**config.mk**
```make
export PLATFORM = sky130hd
export DESIGN_NAME = tx_serial_rx
export DESIGN_NICKNAME = d
export VERILOG_FILES = /design/src/rtl/tx_serial_rx.sv
export SDC_FILE = /design/constraint.sdc
export NUM_CORES = 1
export LEC_CHECK = 0
export ABC_AREA = 1
export BUFFER_PORTS_ARGS = -buffer_cell sky130_fd_sc_hd__buf_2
export CAP_MARGIN = 20
export CORE_ASPECT_RATIO = 0.5
export CORE_MARGIN = 4
export CORE_UTILIZATION = 52
export DETAILED_ROUTE_END_ITERATION = 16
export GPL_ROUTABILITY_DRIVEN = 0
export PLACE_DENSITY = 0.69
export SYNTH_ARGS = -nofsm -noshare
export SYNTH_HDL_FRONTEND = slang
export SYNTH_SLANG_ARGS = --single-unit
```
**constraint.sdc**
```tcl
create_clock -name clk -period 2.8 [get_ports clk]
set_input_delay 0.42 -clock clk [delete_from_list [all_inputs] [get_ports clk]]
set_output_delay 0.42 -clock clk [all_outputs]
set_load 0.05 [all_outputs]
```
**src/rtl/tx_serial_rx.sv**
```systemverilog
// Receive end of the serial TX link.
// Recovers start/data/parity/stop frames from rx_d by sampling at mid-bit,
// then queues {ferr, perr, data} words in a small FIFO that is presented
// downstream on a valid/ready handshake.
//
// state       | meaning
// ------------+-----------------------------------------------------------
// S_IDLE      | line idle, watching for a falling edge on rx_s
// S_START     | half a bit period in; confirms the start bit is still low
// S_DATA      | samples DATA_W data bits, LSB first, one per bit period
// S_PARITY    | samples the even-parity bit and records a parity error
// S_STOP      | samples the stop bit; the completed word is pushed here
// S_WAIT_IDLE | stop bit was low (break); waits for the line to go high
module tx_serial_rx #(
  parameter int DATA_W       = 8,
  parameter int CLKS_PER_BIT = 16,
  parameter int PARITY_EN    = 1,
  parameter int FIFO_DEPTH   = 4
) (
  input  logic              clk,
  input  logic              reset,
  input  logic              rx_d,
  output logic [DATA_W-1:0] rx_data,
  output logic              rx_perr,
  output logic              rx_ferr,
  output logic              rx_valid,
  input  logic              rx_ready,
  output logic              overrun,
  output logic              busy
);

  localparam int CNT_W = $clog2(CLKS_PER_BIT);
  localparam int IDX_W = (DATA_W > 1) ? $clog2(DATA_W) : 1;
  localparam int PTR_W = $clog2(FIFO_DEPTH);
  localparam int ENT_W = DATA_W + 2;

  localparam logic [CNT_W-1:0] CNT_HALF = CNT_W'(CLKS_PER_BIT / 2 - 1);
  localparam logic [CNT_W-1:0] CNT_BIT  = CNT_W'(CLKS_PER_BIT - 1);
  localparam logic [IDX_W-1:0] IDX_LAST = IDX_W'(DATA_W - 1);
  localparam logic [PTR_W:0]   CNT_FULL = (PTR_W + 1)'(FIFO_DEPTH);

  typedef enum logic [2:0] {
    S_IDLE,
    S_START,
    S_DATA,
    S_PARITY,
    S_STOP,
    S_WAIT_IDLE
  } state_t;

  state_t              state_q;
  logic [CNT_W-1:0]    cnt_q;
  logic [IDX_W-1:0]    idx_q;
  logic [DATA_W-1:0]   shift_q;
  logic                perr_q;

  logic                rx_meta_q;
  logic                rx_s_q;
  logic                rx_prev_q;

  logic [ENT_W-1:0]    mem_q [FIFO_DEPTH];
  logic [PTR_W-1:0]    wr_ptr_q;
  logic [PTR_W-1:0]    rd_ptr_q;
  logic [PTR_W:0]      count_q;

  logic                fall_d;
  logic                push_d;
  logic                pop_d;
  logic                full_d;
  logic                wr_en_d;
  logic [ENT_W-1:0]    word_d;

  // Two-flop synchronizer plus a delayed copy for falling-edge detection.
  always_ff @(posedge clk) begin
    if (reset) begin
      rx_meta_q <= 1'b1;
      rx_s_q    <= 1'b1;
      rx_prev_q <= 1'b1;
    end else begin
      rx_meta_q <= rx_d;
      rx_s_q    <= rx_meta_q;
      rx_prev_q <= rx_s_q;
    end
  end

  assign fall_d = rx_prev_q & ~rx_s_q;

  // Frame FSM: mid-bit sampling driven by a down-counter that reloads per bit.
  always_ff @(posedge clk) begin
    if (reset) begin
      state_q <= S_IDLE;
      cnt_q   <= '0;
      idx_q   <= '0;
      shift_q <= '0;
      perr_q  <= 1'b0;
    end else begin
      case (state_q)
        S_IDLE: begin
          if (fall_d) begin
            cnt_q   <= CNT_HALF;
            state_q <= S_START;
          end
        end
        S_START: begin
          if (cnt_q == '0) begin
            if (rx_s_q) begin
              state_q <= S_IDLE;
            end else begin
              cnt_q   <= CNT_BIT;
              idx_q   <= '0;
              perr_q  <= 1'b0;
              state_q <= S_DATA;
            end
          end else begin
            cnt_q <= cnt_q - CNT_W'(1);
          end
        end
        S_DATA: begin
          if (cnt_q == '0) begin
            shift_q[idx_q] <= rx_s_q;
            cnt_q          <= CNT_BIT;
            if (idx_q == IDX_LAST) begin
              state_q <= (PARITY_EN != 0) ? S_PARITY : S_STOP;
            end else begin
              idx_q <= idx_q + IDX_W'(1);
            end
          end else begin
            cnt_q <= cnt_q - CNT_W'(1);
          end
        end
        S_PARITY: begin
          if (cnt_q == '0) begin
            // Even parity: data bits XOR parity bit must be zero.
            perr_q  <= ^{shift_q, rx_s_q};
            cnt_q   <= CNT_BIT;
            state_q <= S_STOP;
          end else begin
            cnt_q <= cnt_q - CNT_W'(1);
          end
        end
        S_STOP: begin
          if (cnt_q == '0) begin
            state_q <= rx_s_q ? S_IDLE : S_WAIT_IDLE;
          end else begin
            cnt_q <= cnt_q - CNT_W'(1);
          end
        end
        S_WAIT_IDLE: begin
          if (rx_s_q) begin
            state_q <= S_IDLE;
          end
        end
        default: state_q <= S_IDLE;
      endcase
    end
  end

  // The stop-bit sample cycle writes straight into the FIFO so the word is
  // visible one cycle later; a low stop bit marks a framing error.
  assign push_d  = (state_q == S_STOP) && (cnt_q == '0);
  assign word_d  = {~rx_s_q, perr_q, shift_q};
  assign pop_d   = rx_valid & rx_ready;
  assign full_d  = (count_q == CNT_FULL);
  assign wr_en_d = push_d & (~full_d | pop_d);

  // Output FIFO storage and pointers; a push while full without a pop is dropped.
  always_ff @(posedge clk) begin
    if (reset) begin
      wr_ptr_q <= '0;
      rd_ptr_q <= '0;
      count_q  <= '0;
      for (int i = 0; i < FIFO_DEPTH; i++) begin
        mem_q[i] <= '0;
      end
    end else begin
      if (wr_en_d) begin
        mem_q[wr_ptr_q] <= word_d;
        wr_ptr_q        <= wr_ptr_q + PTR_W'(1);
      end
      if (pop_d) begin
        rd_ptr_q <= rd_ptr_q + PTR_W'(1);
      end
      case ({wr_en_d, pop_d})
        2'b10:   count_q <= count_q + (PTR_W + 1)'(1);
        2'b01:   count_q <= count_q - (PTR_W + 1)'(1);
        default: count_q <= count_q;
      endcase
    end
  end

  assign {rx_ferr, rx_perr, rx_data} = mem_q[rd_ptr_q];
  assign rx_valid = (count_q != '0);
  assign overrun  = push_d & full_d & ~pop_d;
  assign busy     = (state_q != S_IDLE);

endmodule

```
==> reports/qor.yml, run 1 <==
place:
  dp_hpwl_um: 5028
  portBuffers: 16
  dp_slack_ns: 0.6214
  dp.cells: 487
global_route:
  grt_max_degree: 21
  grt_pass1_vias: 2519
  gr-usage-all-layers_pct: 19.61
  grt_pass1_wl_um: 11950
  antenna_found_initial: 0
  overflow: 0
synthesis:
  synthCells: 392
  netlist_area_sq_um: 3344
  ys_top_cells_by_area: "edfxtp_1, dfxtp_1, nor2_1, nand2_1, o21ai_0"
  syn_nets: 401
  syn_area_per_cell_sq_um: 8.532
  yosysTopAreaCell: "edfxtp_1"
  ys.warnings.count: 0
  ys_ff_latch: 71
  netlist.area_leader.share_pct: 35.91
  yosysSeqAreaShare_pct: 54.47
  synth_cell_types: 30
status:
  outcome: "finished, final reports clean"
sta:
  setup_violations: 0
  clock_skew_ns: 0.004985
  post-route-period-util_pct: 78.11
  max_freq_mhz: 457.2
  worst_pin_slew_ns: 0.4928
  rsz0062_at_grt: "no"
  layout_min_cycle_time_ns: 2.187
  finalSetupTns_ns: 0
  slew_headroom_pct: 67.11
  finalMaxSlewViolations: 0
  fin_ws_ns: 0.6129
  finalHoldViolCount: 0
floorplan:
  ioPinCount: 17
  die_y_um: 64.71
  coreArea_sq_um: 6156
  start_util_pct: 54.33
  row_count: 20
  die_width_um: 121.4
  die_area_sq_um: 7857
routing:
  ant_nets: 0
  wl_per_cell_um: 14.02
  drt_wl_total_um: 7050
  first_pass_iters: 4
  drcViolationCount: 0
  dr_total_vias: 2663
  drtIter0Drc: 309
  viasPerCell: 5.294
clock_network:
  clk_path_buf_depth: 2
  clkTransAtPathRegs_ns: 0.05
  cts_resized: 0
  htreeDepth: 3
  cts_hold_buf: 0
  clockRootBuffer: "clkbuf_16"
  cts_tree: "built"
  numCtsBuffers: 9
  clkSinkCount: 71
  clk_latency_ns: 0.33
  postCtsSetupBuffers: 0
worst_setup_path:
  worstPathMaxFanout: 11
  worstSetupPathType: "flip-flop to flip-flop"
  critPathArrivalTime_ns: 2.18
  cp.required_ns: 2.79
  worst_setup_path_start_kind: "flip-flop"
  endpoint_kind: "flip-flop"
finish:
  fill_cells: 531
  final_common_cell: "nor2_1"
  mostFrequentLayoutCells: "nor2_1, nand2_1, inv_1, o21ai_0, edfxtp_1"
  n_antenna_cell: 0
  seqCellArea_sq_um: 1822
  final_layout_size_suffix_gt1_share_pct: 12.05
  final_cells: 503
  final_nets: 419
  multiInputGateArea_sq_um: 1274
  syn_to_final_growth_pct: 12.83
power_and_ir_drop:
  vdd_ir_drop_max_mv: 0.4527
  p_per_area_nw_per_um2: 922.4
  p_leak_nw: 1.533
  finalPower_w: 0.003481
min_path:
  hold_path_class: "input port to flip-flop"
job:
  drv_cap: 0
metrics by stage:
step,util [%],cell area (sq um),hold slack [ns]
3_5_place_dp,56.81,3497,0.3929
5_1_grt,61.30,3774,0.2727
3_3_place_gp,56.81,3497,0.3912
6_report,61.30,3774,0.2663
4_1_cts,61.30,3774,0.2676
2_1_floorplan,-,3344,0.3895
per-layer routing:
metal,wire length [um],share of wire (%),track usage (%)
met4,98,1.4,5.726
met3,452,6.4,6.626
met2,3330,47,32.23
met1,3168,45,24.79
met5,0,0,0
flip-flops by register name, indices dropped and copies added, names as in the netlist, named ones only:
name / flops
shift_q: 8
rx_meta_q: 1
count_q: 3
cnt_q: 4
rx_prev_q: 1
idx_q: 3
mem_q: 40
rx_s_q: 1
wr_ptr_q: 2
rd_ptr_q: 2
state_q: 3
perr_q: 1
final timing paths:
| kind | startpoint | endpoint | slack (ns) | depth (start not counted) |
|---|---|---|---|---|
| setup / recovery | cnt_q[0]$_SDFFE_PP0P_ | mem_q[2][7]$_SDFFCE_PN0P_ | 0.61 | 10 |
| hold / removal | rx_d | rx_meta_q$_SDFF_PP1_ | 0.27 | 2 |
| setup reg to reg | cnt_q[0]$_SDFFE_PP0P_ | mem_q[2][7]$_SDFFCE_PN0P_ | 0.61 | 10 |
| hold reg to reg | rx_meta_q$_SDFF_PP1_ | rx_s_q$_SDFF_PP1_ | 0.40 | 1 |
Yosys cell counts (all sizes together):
cell type	instances
a31oi	1
o21ai	41
a21oi	23
o22ai	10
nand4	4
or2	2
nor4	1
buf	5
nand3	17
clkbuf	8
dfxtp	31
nor2	78
clkinv	1
inv	47
a211oi	1
xnor2	2
o21a	1
nor3	8
fa	1
edfxtp	40
nand2	65
ha	4
xor2	1
where the power goes:
part           switching (W)  total [W]  leakage, nW  internal [W]
Clock               0.000421    0.00104        0.132      0.000621
Sequential         0.0000880    0.00130        0.666       0.00121
Combinational       0.000841    0.00114        0.736      0.000302
Total                0.00135    0.00348         1.53       0.00213
cell families after synthesis:
| family | Yosys count | share of synthesized area (%) |
|---|---|---|
| flip-flops | 71 | 54.47 |
| XOR/XNOR | 3 | 0.7858 |
| adder cells (fa/ha/maj) | 5 | 2.095 |
| buffers and inverters | 61 | 7.445 |
| AO/OA/AOI/OAI | 77 | 12.08 |
| AND/OR/NAND/NOR | 175 | 23.12 |
worst max-delay path, cell delays in order, from the launching register on:
cell and delay, ns:
dfxtp_1 0.32, inv_1 0.08, ha_1 0.20, nand3_2 0.19
nor2_4 0.16, nand2_4 0.07, clkinv_2 0.09, nand2_4 0.10
nor2_4 0.13, nand2_2 0.14, nand2_1 0.36
final cells by class:
type,instances,area share [%]
clock buffers,11,6.432
repair buffers,20,2.918
multi-input cells,260,33.75
inverters,48,4.808
clock inverters,5,0.8952
well taps,88,2.918
flip-flops and latches,71,48.28
(Power assumes the default switching activity.)
==> run 2: changes to the inputs <==
--- a/config.mk
+++ b/config.mk
@@ -5,7 +5,7 @@
 export SDC_FILE = /design/constraint.sdc
 export NUM_CORES = 1
 export LEC_CHECK = 0
-export ABC_AREA = 1
+export ABC_AREA = 0
 export BUFFER_PORTS_ARGS = -buffer_cell sky130_fd_sc_hd__buf_2
 export CAP_MARGIN = 20
 export CORE_ASPECT_RATIO = 0.5
==> constraint.sdc (replaced) <==
create_clock -name clk -period 2.2 [get_ports clk]
set_input_delay 0.33 -clock clk [delete_from_list [all_inputs] [get_ports clk]]
set_output_delay 0.33 -clock clk [all_outputs]
set_load 0.05 [all_outputs]
==> reports/qor.yml, run 2 <==
clock_network:
  cts_tree: "built"
  clkSinkCount: 71  # unchanged
  clk_path_buf_depth: 2  # unchanged
  numCtsBuffers: 9  # unchanged
  clockRootBuffer: "clkbuf_16"
  clk_latency_ns: 0.33  # about the same
  htreeDepth: 3  # unchanged
  clkTransAtPathRegs_ns: 0.05  # about the same
routing:
  wl_per_cell_um: 17.02  # +21%
  drtIter0Drc: 164  # -47%
  viasPerCell: 5.571  # +5.2%
  drcViolationCount: 0  # unchanged
  drt_wl_total_um: 7148  # +1.4%
  ant_nets: 0  # unchanged
  dr_total_vias: 2340  # -12%
  first_pass_iters: 4  # unchanged
floorplan:
  die_width_um: 123.1  # +1.4%
  die_y_um: 65.57  # +1.3%
  die_area_sq_um: 8074  # +2.8%
  start_util_pct: 55.10  # +0.77 points
  row_count: 20  # unchanged
  coreArea_sq_um: 6256  # +1.6%
  ioPinCount: 17  # unchanged
synthesis:
  syn_nets: 298  # -26%
  syn_area_per_cell_sq_um: 11.93  # +40%
  synthCells: 289  # -26%
  async_flop_share_pct: 0  # unchanged
  yosysTopAreaCell: "edfxtp_1"
  synth_ff_type: "edfxtp_1"
  ys.warnings.count: 0  # unchanged
  ys_top_cells_by_area: "edfxtp_1, dfxtp_1, and2_1, mux4_2, mux2i_1"
  ys_ff_latch: 71  # unchanged
  yosysMostFrequentCell: "edfxtp_1"
  synth-edff-count: 40  # unchanged
  netlist.area_leader.share_pct: 34.85  # -1.1 points
  netlist_area_sq_um: 3447  # +3.1%
  synth_cell_types: 48  # +60%
  synth_commonest_cells: "edfxtp_1, and2_1, dfxtp_1"
  yosysSeqAreaShare_pct: 52.85  # -1.6 points
place:
  dp_hpwl_um: 4732  # -5.9%
  dpl_cell_area_sq_um: 3767  # +7.7%
  dp.cells: 398  # -18%
  dp_slack_ns: -0.04638  # -0.6678 ns
  portBuffers: 16  # unchanged
sta:
  finalMaxSlewViolations: 0  # unchanged
  setup_violations: 1  # +1
  clock_skew_ns: 0.003659  # -0.001326 ns
  layout_min_cycle_time_ns: 2.262  # +0.07506 ns
  rsz0062_at_grt: "yes"
  post-route-period-util_pct: 102.8  # +25 points
  max_freq_mhz: 442.1  # -3.3%
  worst_pin_slew_ns: 0.5097  # +0.01693 ns
  finalSetupTns_ns: -0.06212  # -0.06212 ns
  fin_ws_ns: -0.06212  # -0.6751 ns
  finalHoldViolCount: 0  # unchanged
  slew_headroom_pct: 65.97  # -1.1 points
worst_setup_path:
  worstSetupPathType: "flip-flop to flip-flop"
  critPathArrivalTime_ns: 2.53  # +0.35 ns
  cp_top_family: "simple AND/OR/NAND/NOR gates"
  cp.required_ns: 2.47  # -0.32 ns
  r2r_slack_ns: -0.06  # -0.68 ns
  worstPathMaxFanout: 2  # -9
  critical_path_depth: 10  # unchanged
  cp_num_buf_inv: 2  # unchanged
  reg2reg_depth: 10  # unchanged
  worst_setup_path_start_kind: "flip-flop"
  worstPathCellList: "inv_2, ha_4, or3b_4, or3_4, ha_4, inv_2, fa_2, xor2_1, or3_1, a21oi_2"
  max_stage_delay_ns: 0.37  # about the same
  endpoint_kind: "flip-flop"
  slowest_stage: "or3b_4"
finish:
  top_regs: "mem_q: 40 flops, shift_q: 8 flops, cnt_q: 4 flops"
  largest_register_ffs: 40  # unchanged
  n_antenna_cell: 0  # unchanged
  final_cells: 420  # -17%
  final_layout_size_suffix_gt1_share_pct: 30.12  # +18 points
  syn_to_final_growth_pct: 19.89
  stdcell_area_sq_um: 4133  # +9.5%
  final_common_cell: "edfxtp_1"
  largest_register: "mem_q"
  final_nets: 336  # -20%
  mostFrequentLayoutCells: "edfxtp_1, and2_1, dfxtp_1, buf_4, nor2_1"
global_route:
  grt_pass1_vias: 2332  # -7.4%
  antenna_found_initial: 0  # unchanged
  gr-usage-all-layers_pct: 19.44  # -0.17 points
  grt_max_degree: 18  # -14%
  overflow: 0  # unchanged
  grt_pass1_wl_um: 11670  # -2.4%
status:
  violations: "setup timing"
  outcome: "finished with violations"
power_and_ir_drop:
  p_per_area_nw_per_um2: 977.6  # +6.0%
  vdd_ir_drop_max_mv: 0.5292  # +17%
  p_leak_nw: 1.631  # +6.4%
  finalPower_w: 0.004040  # +16%
min_path:
  hold_depth: 2  # unchanged
  hold_path_class: "input port to flip-flop"
job:
  drv_cap: 0  # unchanged
[run 2: cell types whose count changed after synthesis, sizes merged, moves of 11 or more]
cell,change
nand2,-58
and2,+39
mux2i,+11
nor2,-52
nand3,-11
a21oi,-16
inv,-37
o21ai,-35
[run 2: area by class of cell]
class / count / area, sq um
clock buffers: 10 / 229.0
clock inverters: 6 / 61.31
fillers: 483 / 2123
inverters: 10 / 37.54
multi-input cells: 191 / 1565
flip-flops and latches: 71 / 1824
well taps: 88 / 110.1
repair buffers: 44 / 305.3
[run 2: cells by family after synthesis]
| kind of cell | count (synthesis) | share of synthesized area [%] |
|---|---|---|
| DFF | 71 | 52.85 |
| buffers and inverters | 29 | 4.101 |
| xor gates and xnor gates | 13 | 3.702 |
| and+or+nand+nor | 124 | 22.25 |
| AOI/OAI and AO/OA | 25 | 5.046 |
| muxes | 21 | 9.728 |
| adders and majority gates | 6 | 2.323 |
[run 2: path summary, 6_finish.rpt]
| kind | start | to |
|---|---|---|
| min reg2reg | rx_meta_q$_SDFF_PP1_ | rx_s_q$_SDFF_PP1_ |
| max | cnt_q[1]$_SDFFE_PP0P_ | count_q[2]$_SDFFE_PP0P_ |
| max reg2reg | cnt_q[1]$_SDFFE_PP0P_ | count_q[2]$_SDFFE_PP0P_ |
| min | rx_d | rx_meta_q$_SDFF_PP1_ |
[run 2: per-stage QoR]
stage	hold slack [ns]	utilization (%)
final	0.1820	66.06
after global routing	0.1767	66.06
after CTS	0.1741	65.00
after detailed placement	0.3969	60.22
after global placement	0.3975	60.22
after floorplan	0.3895	-
[run 2: per-layer routing]
metal  track usage [%]  share of wire (%)  up-vias
li1                  -                  -     1120
met1             23.25                 44     1150
met2             32.52                 48       51
met3             6.019                5.0       19
met4             8.690                2.7        0
met5                 0                  0        -
[run 2: report_power, final]
part / internal, W / total, W / switching [W]
logic: 0.000459 / 0.00108 / 0.000622
clock network: 0.000873 / 0.00142 / 0.000546
registers: 0.00149 / 0.00154 / 0.0000534
total: 0.00282 / 0.00404 / 0.00122
[run 2: repair_timing]
action | in CTS | in global routing
cloned | 0 | 2
setup endpoints to repair | 32 | 43
gates resized for setup | 2 | 9
buffers inserted | 0 | 4
hold buffers | 0 | 0
==> run 3: changes to the inputs <==
--- a/config.mk
+++ b/config.mk
@@ -10,10 +10,10 @@
 export CAP_MARGIN = 20
 export CORE_ASPECT_RATIO = 0.5
 export CORE_MARGIN = 4
-export CORE_UTILIZATION = 52
+export CORE_UTILIZATION = 56
 export DETAILED_ROUTE_END_ITERATION = 16
 export GPL_ROUTABILITY_DRIVEN = 0
-export PLACE_DENSITY = 0.69
+export PLACE_DENSITY_LB_ADDON = 0.08
 export SYNTH_ARGS = -nofsm -noshare
 export SYNTH_HDL_FRONTEND = slang
 export SYNTH_SLANG_ARGS = --single-unit
==> reports/qor.yml, run 3 (synthesized netlist as in run 2, its figures left out) <==
floorplan:
  die_y_um: 63.48  # -3.2%
  start_util_pct: 60.42  # +5.3 points
  ioPinCount: 17  # unchanged
  die_area_sq_um: 7551  # -6.5%
  coreArea_sq_um: 5705  # -8.8%
  row_count: 19  # -5.0%
  die_width_um: 119.0  # -3.4%
sta:
  clock_skew_ns: 0.006540  # +0.002881 ns
  setup_violations: 1  # unchanged
  slew_headroom_pct: 68.27  # +2.3 points
  max_freq_mhz: 452.4  # +2.3%
  fin_ws_ns: -0.01067  # +0.05144 ns
  rsz0062_at_grt: "yes"
  post-route-period-util_pct: 100.5  # -2.3 points
  finalMaxSlewViolations: 0  # unchanged
  finalHoldViolCount: 0  # unchanged
  worst_pin_slew_ns: 0.4753  # -0.03438 ns
  hold_ws_ns: 0.1803  # -0.001747 ns
  layout_min_cycle_time_ns: 2.211  # -0.05144 ns
worst_setup_path:
  r2r_start: "cnt_q[1]$_SDFFE_PP0P_"
  critPathArrivalTime_ns: 2.47  # -0.06 ns
  max_stage_delay_ns: 0.37  # about the same
  r2r_slack_ns: -0.01  # +0.05 ns
  cp.required_ns: 2.46  # about the same
  worstSetupPathType: "flip-flop to flip-flop"
  worstPathMaxFanout: 2  # unchanged
  slowest_stage: "or3b_4"
  endpoint_kind: "flip-flop"
  cp_num_buf_inv: 2  # unchanged
  reg2reg_depth: 10  # unchanged
  timing.rr.end: "count_q[2]$_SDFFE_PP0P_"
  cp_top_family: "simple AND/OR/NAND/NOR gates"
  worstPathCellList: "inv_2, ha_4, or3b_4, or3_4, ha_4, inv_2, fa_2, xor2_1, or3_1, a21oi_1"
  worst_setup_path_start_kind: "flip-flop"
power_and_ir_drop:
  p_leak_nw: 1.588  # -2.7%
  p_per_area_nw_per_um2: 951.6  # -2.7%
  p_switching_w: 0.001195  # -2.2%
  clockPowerShare_pct: 33.4  # -1.7 points
  p_int_w: 0.002650  # -6.0%
  pwr-share-comb_pct: 26.4  # -0.4 points
  seq_power_share_pct: 40.2  # +2.1 points
  finalPower_w: 0.003844  # -4.8%
  vdd_ir_drop_max_mv: 0.5684  # +7.4%
  sw_frac_of_total_pct: 31.08  # +0.85 points
finish:
  n_antenna_cell: 0  # unchanged
  largest_register_ffs: 40  # unchanged
  top_regs: "mem_q: 40 flops, shift_q: 8 flops, cnt_q: 4 flops"
  mostFrequentLayoutCells: "edfxtp_1, and2_1, dfxtp_1, nor2_1, buf_4"
  largest_register: "mem_q"
  final_cells: 399  # -5.0%
  final_nets: 330  # -1.8%
  syn_to_final_growth_pct: 17.20
  final_common_cell: "edfxtp_1"
  final_layout_size_suffix_gt1_share_pct: 29.14  # -0.98 points
clock_network:
  clkTransAtPathRegs_ns: 0.05  # about the same
  clkSinkCount: 71  # unchanged
  clk_path_buf_depth: 2  # unchanged
  htreeDepth: 3  # unchanged
  clk_latency_ns: 0.33  # about the same
  cts_hold_buf: 0  # unchanged
  cts_tree: "built"
  clockRootBuffer: "clkbuf_16"
  numCtsBuffers: 9  # unchanged
routing:
  drcViolationCount: 0  # unchanged
  wl_met2_um: 3011  # -13%
  viasPerCell: 5.579  # +0.13%
  ant_nets: 0  # unchanged
  dr_total_vias: 2226  # -4.9%
  top_layer: "met4"
  route.met3.wl_um: 276  # -23%
  wl_met1_um: 3311  # +5.2%
  wl_per_cell_um: 16.75  # -1.6%
  drt_wl_total_um: 6684  # -6.5%
  drtIter0Drc: 186  # +13%
  first_pass_iters: 4  # unchanged
job:
  drv_cap: 0  # unchanged
status:
  outcome: "finished with violations"
  violations: "setup timing"
place:
  dp_slack_ns: -0.05851  # -0.01213 ns
  portBuffers: 16  # unchanged
  dp.cells: 382  # -4.0%
  dp_hpwl_um: 4507  # -4.8%
min_path:
  hold_depth: 2  # unchanged
  min-delay-start: "rx_d"
  hold_end: "rx_meta_q$_SDFF_PP1_"
  hold_path_class: "input port to flip-flop"
global_route:
  grt_max_degree: 31  # +13
  gr-usage-all-layers_pct: 19.50  # +0.058 points
  overflow: 0  # unchanged
  grt_pass1_wl_um: 11300  # -3.1%
  grt_pass1_vias: 2222  # -4.7%
  antenna_found_initial: 0  # unchanged
## run 3: how the worst max path moves through the flow
stage	start	slack, ns	end	depth (start not counted)
3_3_place_gp	cnt_q[1]$_SDFFE_PP0P_	0.01	mem_q[2][1]$_SDFFCE_PN0P_	7
2_1_floorplan	cnt_q[1]$_SDFFE_PP0P_	-0.17	count_q[2]$_SDFFE_PP0P_	12
3_5_place_dp	cnt_q[1]$_SDFFE_PP0P_	-0.06	mem_q[2][0]$_SDFFCE_PN0P_	7
5_1_grt	cnt_q[1]$_SDFFE_PP0P_	-0.07	count_q[2]$_SDFFE_PP0P_	10
6_report	cnt_q[1]$_SDFFE_PP0P_	-0.01	count_q[2]$_SDFFE_PP0P_	10
4_1_cts	cnt_q[1]$_SDFFE_PP0P_	-0.007	count_q[2]$_SDFFE_PP0P_	10
## run 3: timing repair
| action | in CTS | in global routing |
|---|---|---|
| pin swaps | 0 | 2 |
| gates resized for setup | 4 | 3 |
| endpoints found under the hold margin | 0 | 0 |
| setup buffers | 0 | 1 |
| endpoints found under the setup margin | 33 | 42 |
## run 3: layout make-up
type	count	area [sq um]
Timing Repair Buffer	40	272.8
Fill cell	400	1665
Clock inverter	6	37.54
Multi-Input combinational cell	189	1548
Inverter	10	37.54
Tap cell	73	91.34
Sequential cell	71	1824
Clock buffer	10	229.0
## run 3: stage by stage
stage               utilization [%]  setup TNS, ns  cell area [sq um]
floorplan                         -        -0.2934               3488
global placement              65.57              0               3741
detailed placement            65.57         -1.122               3741
CTS                           70.53      -0.006893               4024
global route                  70.81        -0.7860               4040
finish                        70.81       -0.01067               4040
## run 3: worst reg2reg max path: cells and delay by family, from the launching register on
kind	cells	cell delay (ns)
DFF	1	0.32
xor gates and xnor gates	1	0.07
adders and majority gates	3	0.48
buffers and inverters	2	0.11
and+or+nand+nor	3	1.03
AOI/OAI and AO/OA	1	0.13
## run 3: layer usage
| metal | GRT usage [%] | vias up |
|---|---|---|
| met3 | 6.256 | 9 |
| met4 | 6.926 | 0 |
| li1 | - | 1101 |
| met2 | 30.39 | 44 |
| met5 | 0 | - |
| met1 | 25.86 | 1072 |
## run 3: power groups by stage
stage / Sequential, W / Combinational (W) / Clock, W
after global routing: 0.00155 / 0.00110 / 0.00138
after CTS: 0.00154 / 0.000985 / 0.00131
final: 0.00155 / 0.00101 / 0.00129
after detailed placement: 0.00157 / 0.000969 / 0
after global placement: 0.00157 / 0.000949 / 0
after floorplan: 0.00156 / 0.000736 / 0
